<file path="config.mk">
export PLATFORM = sky130hd
export DESIGN_NAME = keypad_debounce
export DESIGN_NICKNAME = d
export VERILOG_FILES = /design/src/rtl/keypad_debounce_pkg.sv /design/src/rtl/keypad_debounce_sync_2ff.sv /design/src/rtl/keypad_debounce.sv
export SDC_FILE = /design/constraint.sdc
export NUM_CORES = 1
export LEC_CHECK = 0
export BUFFER_PORTS_ARGS = -buffer_cell sky130_fd_sc_hd__buf_2
export CORE_MARGIN = 3
export CORE_UTILIZATION = 45
export CTS_CLUSTER_SIZE = 12
export DETAILED_ROUTE_END_ITERATION = 10
export GPL_TIMING_DRIVEN = 0
export HOLD_SLACK_MARGIN = 0.1
export PLACE_DENSITY = 0.63
export SLEW_MARGIN = 20
export SYNTH_ARGS = -nofsm -noshare
export SYNTH_HDL_FRONTEND = slang
export SYNTH_SLANG_ARGS = --single-unit
</file>
<file path="constraint.sdc">
create_clock -name CLK -period 2.6 [get_ports CLK]
set_input_delay 0.26 -clock CLK [delete_from_list [all_inputs] [get_ports CLK]]
set_output_delay 0.26 -clock CLK [all_outputs]
set_load 0.02 [all_outputs]
</file>
<file path="src/rtl/keypad_debounce_pkg.sv">
// Shared types for the keypad debouncer: FSM state encoding, key/code widths,
// and the priority encoder that turns the active-low key vector into a BCD digit.
package keypad_debounce_pkg;

  localparam int CODE_W = 4;
  localparam int KEYS   = 10;

  typedef enum logic [1:0] {
    IDLE       = 2'd0,
    PRESS_DB   = 2'd1,
    HELD       = 2'd2,
    RELEASE_DB = 2'd3
  } kp_state_e;

  // Highest pressed index wins when several keys are down together.
  function automatic logic [CODE_W-1:0] top_key(input logic [KEYS-1:0] keys_n);
    top_key = '0;
    for (int i = 0; i < KEYS; i++) begin
      if (!keys_n[i]) top_key = CODE_W'(i);
    end
  endfunction

endpackage

</file>
<file path="src/rtl/keypad_debounce_sync_2ff.sv">
// Two-flop synchronizer for asynchronous active-low inputs; resets to all ones
// so that a reset keypad reads as fully released.
module sync_2ff #(
  parameter int WIDTH = 1
) (
  input  logic             clk,
  input  logic             rst,
  input  logic [WIDTH-1:0] d,
  output logic [WIDTH-1:0] q
);

  logic [WIDTH-1:0] meta_q;
  logic [WIDTH-1:0] sync_q;

  always_ff @(posedge clk) begin
    if (rst) begin
      meta_q <= '1;
      sync_q <= '1;
    end else begin
      meta_q <= d;
      sync_q <= meta_q;
    end
  end

  assign q = sync_q;

endmodule

</file>
<file path="src/rtl/keypad_debounce.sv">
// Keypad debouncer: press accepted after DEBOUNCE_CYCLES stable cycles, key_valid lands DEBOUNCE_CYCLES+3 cycles after the edge.
// Define KEYPAD_AUTOREPEAT_EN to re-strobe a held key after REPEAT_DELAY, then every REPEAT_PERIOD cycles.
module keypad_debounce
  import keypad_debounce_pkg::*;
#(
  parameter int DEBOUNCE_CYCLES = 16,
  parameter int REPEAT_DELAY    = 64,
  parameter int REPEAT_PERIOD   = 16
) (
  input  logic              CLK,
  input  logic              RST,
  input  logic [KEYS-1:0]   A,
  output logic [CODE_W-1:0] key_code,
  output logic              key_valid,
  output logic              key_busy
);

  localparam int MAX_P = (DEBOUNCE_CYCLES > REPEAT_DELAY)
                       ? ((DEBOUNCE_CYCLES > REPEAT_PERIOD) ? DEBOUNCE_CYCLES : REPEAT_PERIOD)
                       : ((REPEAT_DELAY > REPEAT_PERIOD) ? REPEAT_DELAY : REPEAT_PERIOD);
  localparam int CNT_W = $clog2(MAX_P) + 1;
  localparam logic [CNT_W-1:0] CNT_SAT = '1;
  localparam logic [CNT_W-1:0] DB_LAST = CNT_W'(DEBOUNCE_CYCLES - 1);

  logic [KEYS-1:0]   a_sync;
  logic              pressed;
  logic [CODE_W-1:0] code;

  kp_state_e         state_q, state_d;
  logic [CNT_W-1:0]  cnt_q, cnt_d, cnt_inc;
  logic [CODE_W-1:0] cand_q, cand_d;
  logic [CODE_W-1:0] key_code_q, key_code_d;
  logic              key_valid_q, key_valid_d;
  logic              accept;

  sync_2ff #(.WIDTH(KEYS)) u_sync (
    .clk (CLK),
    .rst (RST),
    .d   (A),
    .q   (a_sync)
  );

  assign pressed = (a_sync != '1);
  assign code    = top_key(a_sync);
  assign cnt_inc = (cnt_q == CNT_SAT) ? cnt_q : cnt_q + CNT_W'(1);

  always_comb begin
    state_d    = state_q;
    cnt_d      = cnt_q;
    cand_d     = cand_q;
    key_code_d = key_code_q;
    accept     = 1'b0;
    case (state_q)
      IDLE: begin
        if (pressed) begin
          state_d = PRESS_DB;
          cand_d  = code;
          cnt_d   = '0;
        end
      end
      PRESS_DB: begin
        if (!pressed) begin
          state_d = IDLE;
        end else if (code != cand_q) begin
          cand_d = code;
          cnt_d  = '0;
        end else if (cnt_q == DB_LAST) begin
          state_d    = HELD;
          key_code_d = cand_q;
          accept     = 1'b1;
        end else begin
          cnt_d = cnt_inc;
        end
      end
      HELD: begin
        // Code changes while held are deliberately ignored until full release.
        if (!pressed) begin
          state_d = RELEASE_DB;
          cnt_d   = '0;
        end
      end
      RELEASE_DB: begin
        if (pressed) begin
          state_d = HELD;
        end else if (cnt_q == DB_LAST) begin
          state_d = IDLE;
        end else begin
          cnt_d = cnt_inc;
        end
      end
      default: state_d = IDLE;
    endcase
  end

`ifdef KEYPAD_AUTOREPEAT_EN
  localparam logic [CNT_W-1:0] RD_LAST = CNT_W'(REPEAT_DELAY - 1);
  localparam logic [CNT_W-1:0] RP_LAST = CNT_W'(REPEAT_PERIOD - 1);

  logic [CNT_W-1:0] rpt_q, rpt_d;
  logic             rpt_first_q, rpt_first_d;
  logic             rpt_fire;

  // Every pressed cycle after acceptance counts toward the next repeat, including a re-press seen in RELEASE_DB.
  always_comb begin
    rpt_d       = rpt_q;
    rpt_first_d = rpt_first_q;
    rpt_fire    = 1'b0;
    if (accept) begin
      rpt_d       = '0;
      rpt_first_d = 1'b1;
    end else if (pressed && (state_q == HELD || state_q == RELEASE_DB)) begin
      if (rpt_q == (rpt_first_q ? RD_LAST : RP_LAST) && !key_valid_q) begin
        rpt_fire    = 1'b1;
        rpt_d       = '0;
        rpt_first_d = 1'b0;
      end else begin
        rpt_d = (rpt_q == CNT_SAT) ? rpt_q : rpt_q + CNT_W'(1);
      end
    end
  end

  always_ff @(posedge CLK) begin
    if (RST) begin
      rpt_q       <= '0;
      rpt_first_q <= 1'b0;
    end else begin
      rpt_q       <= rpt_d;
      rpt_first_q <= rpt_first_d;
    end
  end

  assign key_valid_d = accept | rpt_fire;
`else
  assign key_valid_d = accept;
`endif

  always_ff @(posedge CLK) begin
    if (RST) begin
      state_q     <= IDLE;
      cnt_q       <= '0;
      cand_q      <= '0;
      key_code_q  <= '0;
      key_valid_q <= 1'b0;
    end else begin
      state_q     <= state_d;
      cnt_q       <= cnt_d;
      cand_q      <= cand_d;
      key_code_q  <= key_code_d;
      key_valid_q <= key_valid_d;
    end
  end

  // Outputs are forced quiet for the whole reset window, including its first cycle.
  assign key_valid = key_valid_q & ~RST;
  assign key_busy  = (state_q != IDLE) & ~RST;
  assign key_code  = RST ? '0 : key_code_q;

endmodule

</file>
**Word-level counts from Yosys, hierarchy flattened**

Cells that the tools add are included.

- Bits in writable memories: 0
- Output and inout bits: 6
- Memories: 0
- Bits in read-only memories: 0
- Register bits after elaboration: 38
- Input port bits: 12
- Latch bits: 0

- Magnitude comparators: 0
- Reductions and logical operators: 8
- Bitwise logic cells: 6
- Div/mod/pow operators: 0
- $add $sub $neg: 1
- Shifts and indexed selects: 0
- Equal/unequal tests: 15
- $mul: 0
- Multiplexer cells: 31

Operators by type and width:

| kind | count |
|---|---|
| $mux W7 | 7 |
| $mux W4 | 12 |
| $pmux W7 S4 | 1 |
| $mux W2 | 7 |
| $reduce_and A4 Y1 | 3 |
| $ne A10 B10 Y1 const B | 1 |
| $ne A2 B2 Y1 const B | 5 |
| $ne A3 B3 Y1 const B | 3 |
| $pmux W2 S4 | 1 |
| $pmux W4 S2 | 1 |
| $add A7 B1 Y7 const B | 1 |
| $eq A7 B4 Y1 const B | 1 |
| $eq A7 B7 Y1 const B | 1 |
| $reduce_and A5 Y1 | 1 |
| $eq A2 B2 Y1 const B | 2 |
| $ne A4 B4 Y1 | 1 |
| $not A1 Y1 | 4 |
| $reduce_bool A2 Y1 | 2 |
| $reduce_or A4 Y1 | 1 |
| $and A1 B1 Y1 | 2 |
| $eq A2 B1 Y1 const B | 1 |
| $logic_not A2 Y1 | 1 |
| $mux W1 | 2 |

**Longest topological paths before layout**

Gate-level depths: netlist (run 1).

- Word-level depth: 13
- Gate-level depth with buffers: 7
- Depth with buffers taken out: 7

**By module**

From an unflattened synthesis (run 1), not the netlist that was laid out.

- Cells, all modules: 177
- Area total of the unflattened synthesis: 1656.6 um2

Modules (own cells, without submodules):

| module | cells an instance | instances | area each (um2) |
|---|---|---|---|
| keypad_debounce | 135 | 1 | 1108.6 |
| sync_2ff | 42 | 1 | 548.0 |

**Least setup slack after synthesis (run 1)**

Ideal clock, no wire load.

- Path type: register -> register
- Start: register cnt_q[0]
- End: register key_code_q[0]
- Data arrival time: 1.803 ns
- Buffers on the path: 1
- Path slack: 0.676 ns
- Data required time: 2.479 ns
- Period minus slack after synthesis: 1.924 ns
- Cell stages (with the launch flop): 8
- Cells stage by stage: dfxtp_1 ha_1 nand3_1 nor3_1 and2_0 and4_1 buf_4 mux2_4

- Longest elaborated chain between the ends: 2

Ends and longest elaborated chain:

| what | RTL line | RTL |
|---|---|---|
| start: declaration | keypad_debounce.sv:30 | `logic [CNT_W-1:0] cnt_q, cnt_d, cnt_inc;` |
| start signal: assignment | keypad_debounce.sv:146 | `cnt_q <= cnt_d;` |
| $eq A7 B4 Y1 | keypad_debounce.sv:67 | `end else if (cnt_q == DB_LAST) begin` |
| $reduce_and A4 Y1 (no source line) | n/a |  |
| end signal: assignment | keypad_debounce.sv:148 | `key_code_q <= key_code_d;` |
| end: declaration | keypad_debounce.sv:32 | `logic [CODE_W-1:0] key_code_q, key_code_d;` |

No other way between the ends.
A chain may end at the register's enable or synchronous reset.

**Worst setup path in the final report (run 1)**

- Start: register u_sync.sync_q[8] (netlist: u_sync.q[8])
- End: register key_code_q[0]

- Longest elaborated chain between the ends: 5
- Elaborated cells on any way between the ends: 6

Ends and longest elaborated chain:

| what | RTL line | RTL |
|---|---|---|
| start: declaration | keypad_debounce_sync_2ff.sv:13 | `logic [WIDTH-1:0] sync_q;` |
| start signal: assignment | keypad_debounce_sync_2ff.sv:21 | `sync_q <= meta_q;` |
| $mux W4 (2 in series) | keypad_debounce_pkg.sv:19 | `if (!keys_n[i]) top_key = CODE_W'(i);` |
| $ne A4 B4 Y1 | keypad_debounce.sv:64 | `end else if (code != cand_q) begin` |
| $not A1 Y1 (no source line) | n/a |  |
| $reduce_and A4 Y1 (no source line) * | n/a |  |

Every way passes the cells marked *; elsewhere a longest branch is shown, timed or not.

==> impl_metrics.py, run 1 <==
metrics = {
    "cts": {
        "clk_pin_slew_ps": 70,
        "cts-root-buf": "clkbuf_8",
        "clk_latency_ps": 290,
        "cts-resized-gates": 0,
        "postCtsHoldBufs": 0,
        "postCtsSetupRepairBufs": 0,
        "numCtsBuffers": 5,
        "cts_tree": "done",
        "clockBufferDepth": 2,
        "clock_sinks": 38,
        "h-tree-depth": 2,
    },
    "critical_path": {
        "critPathMaxFanout": 7,
        "cp.arrival_ps": 2360,
        "worst-r2r-setup-slack_ps": 420,
        "path_class": "flop to flop",
        "start_kind": "flop",
        "worst_ep_required_time_ps": 2780,
        "critPathCaptureType": "flop",
    },
    "sta": {
        "max_slew_margin_pct": 62.0,
        "setup_viol": 0,
        "layout_setup_ws_ps": 419,
        "timing.final.crit_share_pct": 83.9,
        "skew_ps": 2.04,
        "timing_hold_violations_final": 0,
        "rsz0062_at_grt": "false",
        "worst_pin_slew_ps": 571,
        "tns_ps": 0,
        "fin_crit_ps": 2180,
        "hold-worst-slack_ps": 146,
        "drv_slew": 0,
        "fmax_mhz": 458,
    },
    "routing": {
        "wl_per_cell_um": 12.2,
        "wl_met2_um": 1450,
        "vias_per_cell": 5.29,
        "vias": 1344,
        "drcViolationCount": 0,
        "met1_length_um": 1370,
        "drt_iter0_markers": 57,
        "top_layer": "met4",
        "antenna_left": 0,
        "first_pass_iters": 4,
        "finalWirelength_um": 3090,
        "dr_wl_met3_um": 200,
    },
    "placement": {
        "gp_congestion": 0.860,
        "port-buffer-count": 17,
        "dp.final_hpwl_um": 2290,
        "pre_cts_slack_ps": 460,
    },
    "global_routing": {
        "overflow": 0,
        "grt_max_degree": 12,
        "first_global_vias": 1212,
        "grt_antenna_before_repair": 0,
        "grt_pass1_wl_um": 5320,
        "grt_use_total_pct": 15.9,
    },
    "cells_and_area": {
        "nets": 221,
        "final_common_cell": "dfxtp_1",
        "fillers": 329,
        "areaGrowthSynthToFinish_pct": 13.1,
        "drive_above_1_share_pct": 27.4,
        "final_cell_mix": "dfxtp_1 (38), or2_2 (21), nor2_1 (17), buf_2 (17), nand2_1 (12)",
        "diodes": 0,
    },
    "yosys": {
        "synth-edff-count": 0,
        "ys_ff_latch": 38,
        "syn_nets": 197,
        "synth_top_cell_area_share_pct": 45.1,
        "synthCells": 184,
        "synth_area_leader_cell": "dfxtp_1",
        "async_flop_share_pct": 0,
        "syn_avg_cell_area_um2": 9.16,
        "ys_warn_count": 0,
        "syn_area_um2": 1690,
        "ys_top_cells_by_area": "dfxtp_1 (45%), or2_2 (7.8%), nor2_1 (3.8%)",
        "synth_flop_cell": "dfxtp_1",
        "synth_seq_area_share_pct": 45.1,
        "synth_cell_types": 45,
    },
    "pwr": {
        "clkPwrFrac_pct": 32.4,
        "vdd_drop_max_mv": 0.334,
        "p_total_mw": 1.15,
        "p_switching_uw": 302,
        "intPower_uw": 852,
        "swShare_pct": 26.2,
        "pwr-share-seq_pct": 54.1,
        "total_leakage_power_nw": 0.805,
        "powerDensity_nw_per_um2": 605,
        "p_comb_share_pct": 13.5,
    },
    "status": {
        "outcome": "complete, no violations",
    },
    "die": {
        "dieArea_um2": 4520,
        "die_y_um": 67.2,
        "ioPinCount": 18,
        "core_um2": 3470,
        "initial_utilization_pct": 48.6,
        "fp-row-count": 21,
        "die_w_um": 67.2,
    },
    "flow_run": {
        "drv_cap": 0,
    },
    "hold_path": {
        "hp-class": "primary input to flop",
    },
}
==> synth_stat cells, types with 2 or more instances <==
master,count
a21o_1,2
a21oi_1,6
clkbuf_1,6
dfxtp_1,38
inv_1,5
mux2_4,2
mux2i_1,5
nand2_1,12
nand2b_1,7
nand3_1,5
nand4_1,3
nor2_1,17
nor2b_1,7
nor3_1,11
nor4_1,2
o21ai_0,2
or2_2,21
or3_1,2
xnor2_1,3
xor2_1,3
==> registers in the layout, summed over array words and instances, names as in the netlist, named ones only <==
name,count
u_sync.q,10
cnt_q,7
key_code_q,4
cand_q,4
u_sync.meta_q,10
key_valid_q,1
state_q,1
==> final timing paths <==
kind | cells after the start | startpoint | endpoint
max | 7 | u_sync.q[8] | key_code_q[0]
min | 2 | A[4] | u_sync.meta_q[4]
max reg2reg | 7 | u_sync.q[8] | key_code_q[0]
min reg2reg | 1 | u_sync.meta_q[4] | u_sync.q[4]
==> metal layers <==
metal / vias to the layer above / track usage (%)
met2: 37 / 25.0
met4: 0 / 11.4
li1: 682 / -
met5: - / 0
met3: 7 / 3.99
met1: 618 / 18.8
==> kinds of logic after synthesis <==
logic type | Yosys count | synth area share (%)
compound gates | 23 | 10.8
simple gates | 96 | 31.9
fa+ha+maj | 1 | 0.742
mux | 8 | 5.42
buf+inv | 12 | 2.90
xor+xnor | 6 | 3.12
flops | 38 | 45.1
==> cell type report <==
class / instances / area [um2] / area share, %
Tap cell: 46 / 57.6 / 3.02
Buffer: 7 / 30.0 / 1.57
Timing Repair Buffer: 17 / 85.1 / 4.46
Sequential cell: 38 / 761 / 39.9
Clock buffer: 5 / 68.8 / 3.61
Inverter: 5 / 18.8 / 0.984
Multi-Input combinational cell: 134 / 876 / 45.9
Clock inverter: 2 / 10.0 / 0.525
==> worst max-delay path, cell delays in order, from the launching register on <==
cell and delay, ps:
dfxtp_1 400, nand2_1 210, o41ai_1 340, o211ai_1 190, o2bb2ai_2 270, and4_1 230, buf_4 150, mux2_4 300
==> through the flow <==
step                      cells  utilization, %  instance area [um2]
after floorplan             184               -                 1690
after global placement      247            52.7                 1830
after detailed placement    247            52.7                 1830
after CTS                   254            55.0                 1910
after global routing        254            55.0                 1910
final                       254            55.0                 1910
==> power groups by stage <==
stage / logic [mW] / clock network, mW / registers (mW)
after floorplan: 0.120 / 0 / 0.632
after global routing: 0.175 / 0.407 / 0.626
final: 0.156 / 0.374 / 0.624
after detailed placement: 0.156 / 0 / 0.637
after global placement: 0.151 / 0 / 0.636
after CTS: 0.157 / 0.387 / 0.624
Power figures use the tool's default switching activity.
==> inputs of run 2 (changes only) <==
--- a/config.mk
+++ b/config.mk
@@ -12,7 +12,7 @@
 export DETAILED_ROUTE_END_ITERATION = 10
 export GPL_TIMING_DRIVEN = 0
 export HOLD_SLACK_MARGIN = 0.1
-export PLACE_DENSITY = 0.63
+export PLACE_DENSITY = 0.65
 export SLEW_MARGIN = 20
 export SYNTH_ARGS = -nofsm -noshare
 export SYNTH_HDL_FRONTEND = slang
==> constraint.sdc (replaced) <==
create_clock -name CLK -period 1.8 [get_ports CLK]
set_input_delay 0.18 -clock CLK [delete_from_list [all_inputs] [get_ports CLK]]
set_output_delay 0.18 -clock CLK [all_outputs]
set_load 0.02 [all_outputs]
==> impl_metrics.py, run 2 (synthesized netlist as in run 1, its figures left out) <==
metrics = {
    "routing": {
        "vias_per_cell": 5.26,
        "antenna_left": 0,
        "drcViolationCount": 0,
        "wl_per_cell_um": 13.5,
        "drt_iter0_markers": 61,
        "first_pass_iters": 4,
        "vias": 1435,
        "finalWirelength_um": 3680,
    },
    "die": {
        "die_w_um": 67.2,
        "die_y_um": 67.2,
        "ioPinCount": 18,
        "core_um2": 3470,
        "dieArea_um2": 4520,
        "initial_utilization_pct": 48.6,
        "fp-row-count": 21,
    },
    "sta": {
        "hold-worst-slack_ps": 362,
        "max_slew_margin_pct": 69.0,
        "skew_ps": 7.54,
        "timing.final.crit_share_pct": 108,
        "layout_setup_ws_ps": -136,
        "fmax_mhz": 516,
        "timing_hold_violations_final": 0,
        "fin_crit_ps": 1940,
        "rsz0062_at_grt": "true",
        "worst_pin_slew_ps": 465,
        "drv_slew": 0,
        "setup_viol": 13,
    },
    "cells_and_area": {
        "final_common_cell": "dfxtp_1",
        "areaGrowthSynthToFinish_pct": 33.1,
        "drive_above_1_share_pct": 39.6,
        "final_cell_mix": "dfxtp_1 (31), or2_2 (21), buf_2 (17)",
        "nets": 239,
        "diodes": 0,
        "final_cell_area_um2": 2240,
        "fillers": 280,
    },
    "critical_path": {
        "rr_worst_depth": 7,
        "crit_cells": 7,
        "path_class": "flop to flop",
        "critical-path-max-stage-delay_ps": 370,
        "path_delay_family": "compound AO/OA/AOI/OAI gates",
        "cp_cell_sequence": "nand2_4 > o41ai_4 > o211ai_1 > o2bb2ai_2 > and4_1 > buf_6 > mux2_4",
        "start_kind": "flop",
        "critPathMaxFanout": 4,
        "cp_num_buf_inv": 1,
        "worst_path_max_delay_cell": "dfxtp_4",
        "cp.arrival_ps": 2130,
        "critPathCaptureType": "flop",
        "worst_ep_required_time_ps": 1990,
    },
    "global_routing": {
        "grt_use_total_pct": 19.2,
        "grt_pass1_wl_um": 6260,
        "grt_max_degree": 12,
        "grt_antenna_before_repair": 0,
        "overflow": 0,
        "first_global_vias": 1389,
    },
    "cts": {
        "clk_latency_ps": 300,
        "clockBufferDepth": 2,
        "clock_sinks": 38,
        "cts_tree": "done",
        "numCtsBuffers": 5,
        "h-tree-depth": 2,
        "cts-root-buf": "clkbuf_8",
        "clk_pin_slew_ps": 70,
    },
    "hold_path": {
        "min_path_cells": 3,
        "hp-class": "primary input to flop",
    },
    "pwr": {
        "vdd_drop_max_mv": 0.609,
        "powerDensity_nw_per_um2": 846,
        "total_leakage_power_nw": 0.926,
        "p_total_mw": 1.90,
    },
    "placement": {
        "gp_congestion": 0.824,
        "dp.final_hpwl_um": 2410,
        "placed_area_um2": 1850,
        "port-buffer-count": 17,
    },
    "status": {
        "violations": "setup timing",
        "outcome": "finished with violations",
    },
    "flow_run": {
        "drv_cap": 0,
    },
}
-- run 2: changes by cell type in the layout (fill, tap and decap cells not counted), sizes merged --
cell | previous run | this run
buf | 18 | 27
clkbuf | 11 | 13
clkinv | 2 | 0
dlygate4sd3 | 0 | 10
-- run 2: final cells by class --
cell class / instances / area (um2) / share of cell area, %
Multi-Input combinational cell: 134 / 993 / 44.3
Inverter: 5 / 18.8 / 0.837
Buffer: 6 / 31.3 / 1.39
Clock buffer: 8 / 110 / 4.91
Sequential cell: 38 / 779 / 34.7
Timing Repair Buffer: 36 / 253 / 11.3
Tap cell: 46 / 57.6 / 2.57
-- run 2: metrics by stage --
step | util [%] | setup TNS [ps] | instances | setup WS, ps
floorplan | - | -194 | 184 | -96.9
global placement | 53.4 | -2150 | 247 | -279
detailed placement | 53.4 | -3110 | 247 | -346
CTS | 63.5 | -177 | 274 | -40.6
global route | 64.7 | -2010 | 273 | -192
finish | 64.7 | -1010 | 273 | -136
-- run 2: final timing paths --
| path | startpoint | to | slack, ps |
|---|---|---|---|
| min reg2reg | u_sync.meta_q[0] | u_sync.q[0] | 410 |
| max reg2reg | u_sync.q[8] | key_code_q[0] | -140 |
| min | RST | key_code_q[2] | 360 |
| max | u_sync.q[8] | key_code_q[0] | -140 |
-- run 2: per-layer routing --
metal / share of wire [%] / track usage (%) / vias to the layer above
met5: 0 / 0 / -
met4: 3.8 / 14.4 / 0
met3: 4.1 / 4.99 / 17
met2: 47 / 31.4 / 40
met1: 45 / 21.3 / 658
li1: - / - / 720
-- run 2: worst min-delay path: stages --
cell     delay [ps]
buf_2           140
nor2b_1         150
mux2_4          160
-- run 2: timing repair --
item / 4_1_cts / 5_1_grt
cloned: 0 / 0
hold buffers: 10 / 0
buffers inserted: 9 / 0
pin swaps: 10 / 5
gates resized for setup: 18 / 8
endpoints found under the hold margin: 10 / 0
setup endpoints to repair: 15 / 16
-- run 2: power breakdown --
part / switching (mW) / internal [mW] / total [mW]
sequential: 0.0316 / 0.873 / 0.905
combinational: 0.163 / 0.152 / 0.315
clock: 0.292 / 0.386 / 0.678
